**src/rtl/truth_sweep_ctrl.sv**
```systemverilog
// Truth-table sweep sequencer for the 3-input X/Y/Z -> A evaluator.
// Optional TRUTH_SWEEP_SYNC_EN adds a 2-flop synchronizer on a_i and stretches APPLY by 2 cycles.
module truth_sweep_ctrl #(
  parameter int unsigned SETTLE_CYCLES = 2,
  parameter logic [7:0]  EXPECTED      = 8'h26
) (
  input  logic       clk_i,
  input  logic       rst_i,
  input  logic       start_i,
  input  logic       abort_i,
  input  logic       a_i,
  output logic       x_o,
  output logic       y_o,
  output logic       z_o,
  output logic       busy_o,
  output logic       done_o,
  output logic       pass_o,
  output logic [7:0] table_out_o,
  output logic [3:0] err_count_o,
  output logic [2:0] fail_idx_o
);

  typedef enum logic [1:0] {StIdle, StApply, StSample, StDone} state_e;

`ifdef TRUTH_SWEEP_SYNC_EN
  localparam logic [4:0] ApplyLast = 5'(SETTLE_CYCLES + 1);
`else
  localparam logic [4:0] ApplyLast = 5'(SETTLE_CYCLES - 1);
`endif

  state_e     state_q, state_d;
  logic [2:0] vec_q, vec_d;
  logic [2:0] idx_q, idx_d;
  logic [4:0] cnt_q, cnt_d;
  logic [7:0] table_q, table_d;
  logic [3:0] err_q, err_d;
  logic [2:0] fidx_q, fidx_d;
  logic       pass_q, pass_d;
  logic       a_smp;

`ifdef TRUTH_SWEEP_SYNC_EN
  logic [1:0] sync_q;

  always_ff @(posedge clk_i or posedge rst_i) begin
    if (rst_i) begin
      sync_q <= 2'b00;
    end else begin
      sync_q <= {sync_q[0], a_i};
    end
  end

  assign a_smp = sync_q[1];
`else
  assign a_smp = a_i;
`endif

  always_comb begin
    state_d = state_q;
    vec_d   = vec_q;
    idx_d   = idx_q;
    cnt_d   = cnt_q;
    table_d = table_q;
    err_d   = err_q;
    fidx_d  = fidx_q;
    pass_d  = pass_q;
    unique case (state_q)
      StIdle: begin
        if (start_i) begin
          state_d = StApply;
          vec_d   = 3'd0;
          idx_d   = 3'd0;
          cnt_d   = 5'd0;
          table_d = 8'h00;
          err_d   = 4'd0;
          fidx_d  = 3'd0;
          pass_d  = 1'b0;
        end
      end
      StApply: begin
        if (abort_i) begin
          state_d = StIdle;
          vec_d   = 3'd0;
        end else begin
          cnt_d = cnt_q + 5'd1;
          if (cnt_q == ApplyLast) begin
            state_d = StSample;
          end
        end
      end
      StSample: begin
        if (abort_i) begin
          state_d = StIdle;
          vec_d   = 3'd0;
        end else begin
          table_d[idx_q] = a_smp;
          if (a_smp != EXPECTED[idx_q]) begin
            err_d = err_q + 4'd1;
            // An empty error count marks the first mismatch of this sweep.
            if (err_q == 4'd0) begin
              fidx_d = idx_q;
            end
          end
          if (idx_q != 3'd7) begin
            state_d = StApply;
            idx_d   = idx_q + 3'd1;
            vec_d   = idx_q + 3'd1;
            cnt_d   = 5'd0;
          end else begin
            state_d = StDone;
            vec_d   = 3'd0;
            pass_d  = (err_d == 4'd0);
          end
        end
      end
      StDone: begin
        state_d = StIdle;
      end
      default: begin
        state_d = StIdle;
      end
    endcase
  end

  always_ff @(posedge clk_i or posedge rst_i) begin
    if (rst_i) begin
      state_q <= StIdle;
      vec_q   <= 3'd0;
      idx_q   <= 3'd0;
      cnt_q   <= 5'd0;
      table_q <= 8'h00;
      err_q   <= 4'd0;
      fidx_q  <= 3'd0;
      pass_q  <= 1'b0;
    end else begin
      state_q <= state_d;
      vec_q   <= vec_d;
      idx_q   <= idx_d;
      cnt_q   <= cnt_d;
      table_q <= table_d;
      err_q   <= err_d;
      fidx_q  <= fidx_d;
      pass_q  <= pass_d;
    end
  end

  assign {x_o, y_o, z_o} = vec_q;
  assign busy_o          = (state_q == StApply) || (state_q == StSample);
  assign done_o          = (state_q == StDone);
  assign pass_o          = pass_q;
  assign table_out_o     = table_q;
  assign err_count_o     = err_q;
  assign fail_idx_o      = fidx_q;

endmodule

```
**config.mk**
```make
export PLATFORM = sky130hd
export DESIGN_NAME = truth_sweep_ctrl
export DESIGN_NICKNAME = d
export VERILOG_FILES = /design/src/rtl/truth_sweep_ctrl.sv
export SDC_FILE = /design/constraint.sdc
export NUM_CORES = 1
export LEC_CHECK = 0
export BUFFER_PORTS_ARGS = -buffer_cell sky130_fd_sc_hd__buf_4
export CAP_MARGIN = 40
export CORE_MARGIN = 2
export CORE_UTILIZATION = 45
export DETAILED_ROUTE_END_ITERATION = 8
export PLACE_DENSITY = 0.73
export SYNTH_ARGS = -nofsm -noshare
export SYNTH_HDL_FRONTEND = slang
export SYNTH_SLANG_ARGS = --single-unit
```
**constraint.sdc**
```tcl
create_clock -name clk_i -period 3.6 [get_ports clk_i]
set_input_delay 0 -clock clk_i [delete_from_list [all_inputs] [get_ports clk_i]]
set_output_delay 0 -clock clk_i [all_outputs]
set_load 0.05 [all_outputs]
```
==> impl_metrics.py <==
metrics = {
    "sta": {
        "grt_setup_unrepaired": "no",
        "period_share_pct": 61.17,
        "slew_headroom_pct": 52.22,
        "maxClockFrequency_mhz": 454.1,
        "maxSlewViolCount": 0,
        "finalHoldViolCount": 0,
        "final.min_clock_period_ns": 2.202,
        "skew_ns": 0.003943,
        "setup_viol": 0,
        "tns_ns": 0,
        "holdWs_ns": 0.1147,
        "max_slew.worst_pin.slew_ns": 0.7136,
    },
    "yosys": {
        "syn_area_sq_um": 1729,
        "syn_area_per_cell_sq_um": 9.198,
        "yosysSeqAreaShare_pct": 41.97,
        "synth-edff-count": 0,
        "ys.flop_type": "dfrtp_1",
        "syn_inst": 188,
        "yosysWarnings": 0,
        "synthArstFlopShare_pct": 100.0,
        "yosysUniqueCellTypes": 44,
        "ys_ff_latch": 29,
        "synthesis.nets": 205,
    },
    "clock_network": {
        "cts_buffers": 5,
        "cts_max_path_buffers": 2,
        "post_cts_resized": 0,
        "clk_latency_ns": 0.28,
        "path_clk_slew_ns": 0.06,
        "cts_tree": "yes",
        "cts.sinks": 29,
        "cts-htree-levels": 2,
        "cts_root_buffer": "clkbuf_8",
    },
    "drt": {
        "vias": 1432,
        "met3_length_um": 163,
        "wl_per_cell_um": 13.75,
        "met1_length_um": 1694,
        "drt-vias-per-instance": 5.466,
        "antenna_left": 0,
        "route.detailed.drc": 0,
        "firstDrtPassIters": 4,
        "drt-initial-drc-count": 125,
        "maxUsedRoutingLayer": "met4",
        "finalWirelength_um": 3602,
        "wl_met2_um": 1672,
    },
    "pwr": {
        "powerDensity_nw_per_um2": 624.4,
        "power.leakage_nw": 0.9696,
        "finalPower_mw": 1.279,
        "vdd_drop_max_v": 0.0005888,
    },
    "die": {
        "die_area_sq_um": 4355,
        "io_pins": 26,
        "rows": 22,
        "start_util_pct": 46.88,
        "core_sq_um": 3689,
        "chipHeight_um": 65.99,
        "fp.dieW_um": 65.99,
    },
    "global_routing": {
        "grt_pass1_wl_um": 6065,
        "grt_pass1_vias": 1334,
        "track_usage_pct": 18.53,
        "grt_antenna_before_repair": 0,
        "grt_max_degree": 21,
        "globalRouteOverflowTotal": 0,
    },
    "layout": {
        "area.sequential_sq_um": 725.7,
        "final_area_sq_um": 2048,
        "antenna_cells": 0,
        "nNetsFinal": 230,
        "final_common_cell": "dfrtp_1",
        "synthToLayoutAreaGrowth_pct": 18.45,
        "fin_cells": 262,
        "final_cell_mix": "dfrtp_1 (29), buf_4 (25), nand2_1 (21), o21ai_0 (21), inv_1 (14)",
        "multi_input_area_sq_um": 890.9,
        "n_fill_cell": 335,
        "drive_above_1_share_pct": 18.22,
    },
    "run": {
        "drv_cap": 0,
    },
    "placed_design": {
        "port_buffers": 25,
        "place_congestion": 0.8843,
        "place_hpwl_um": 2653,
        "dp.cells": 252,
        "placed_area_sq_um": 1948,
    },
    "critical_path": {
        "crit_type": "reg -> reg",
        "path_max_fanout": 20,
        "worstPathArrival_ns": 2.36,
        "startpoint_type": "register",
        "required_ns": 3.76,
        "critPathCaptureType": "register",
    },
    "worst_hold_path": {
        "hold_path.class": "in -> reg",
    },
    "status": {
        "status": "complete, no violations",
    },
}
## routing by layer
layer / global-route usage (%) / vias up
li1: - / 717
met1: 23.03 / 670
met2: 30.05 / 39
met3: 5.622 / 6
met4: 7.398 / 0
met5: 0 / -
## logic make-up after synthesis
| kind of cell | Yosys count | share of synthesized area, % |
|---|---|---|
| and+or+nand+nor | 63 | 19.39 |
| AOI/OAI and AO/OA | 54 | 20.62 |
| DFF | 29 | 41.97 |
| buffers and inverters | 25 | 6.512 |
| adders and majority gates | 12 | 8.683 |
| muxes | 3 | 1.809 |
| xor gates and xnor gates | 2 | 1.013 |
## cells in the mapped netlist, drive strengths merged (2+ instances only)
master / n / area [sq um]
a21o: 3 / 22.52
a21oi: 6 / 30.03
a22o: 4 / 35.03
a31oi: 3 / 18.77
a32o: 2 / 20.02
and2: 3 / 21.27
buf: 7 / 43.79
clkbuf: 3 / 12.51
dfrtp: 29 / 725.7
ha: 12 / 150.1
inv: 15 / 56.30
mux2i: 2 / 20.02
nand2: 21 / 78.83
nand2b: 5 / 38.78
nand3: 13 / 65.06
nor2: 5 / 18.77
nor2b: 4 / 25.02
nor3: 6 / 40.04
o211ai: 4 / 35.03
o21ai: 21 / 105.1
o31ai: 4 / 30.03
o41ai: 2 / 17.52
## metrics by stage
step / util (%) / setup slack [ns]
floorplan: - / 1.717
global placement: 52.07 / 1.486
detailed placement: 52.82 / 1.432
CTS: 55.53 / 1.418
global route: 55.53 / 1.192
finish: 55.53 / 1.398
## flip-flops by register name, summed over array words and instances, names as in the netlist
register	cells
cnt_q	5
err_count_o	4
fail_idx_o	3
idx_q	3
pass_o	1
state_q	2
table_out_o	8
vec_q	3
## final timing paths
check / from / end / slack [ns] / cells past startpoint
worst max register to register: state_q[0] / fail_idx_o[0] / 1.40 / 5
worst min register to register: table_out_o[2] / table_out_o[2] / 0.50 / 1
worst max-delay path: state_q[0] / fail_idx_o[0] / 1.40 / 5
worst min-delay path: a_i / table_out_o[1] / 0.11 / 3
max in group asynchronous: rst_i / idx_q[0] / 2.76 / 4
min in group asynchronous: rst_i / err_count_o[0] / 0.35 / 3
## timing repair
action / CTS / global route
setup buffers: 0 / 0
hold endpoints to repair: 14 / 0
hold buffers: 2 / 0
## power breakdown
part | leakage [nW] | internal (mW) | switching (mW) | total, mW
logic | 0.530 | 0.200 | 0.403 | 0.604
registers | 0.401 | 0.365 | 0.0550 | 0.420
clock network | 0.0395 | 0.137 | 0.118 | 0.255
## worst max-delay path: stages, from the launching register on
cell	delay [ns]
dfrtp_1	0.41
inv_1	0.12
ha_1	0.56
o211ai_1	0.44
and2_1	0.29
a311o_1	0.27
## final cells by class
type / instances / share of cell area, %
Timing Repair Buffer: 28 / 11.48
Sequential cell: 29 / 35.43
Multi-Input combinational cell: 134 / 43.49
Inverter: 15 / 2.749
Tap cell: 48 / 2.932
Clock buffer: 8 / 3.910
(Power assumes the default switching activity.)
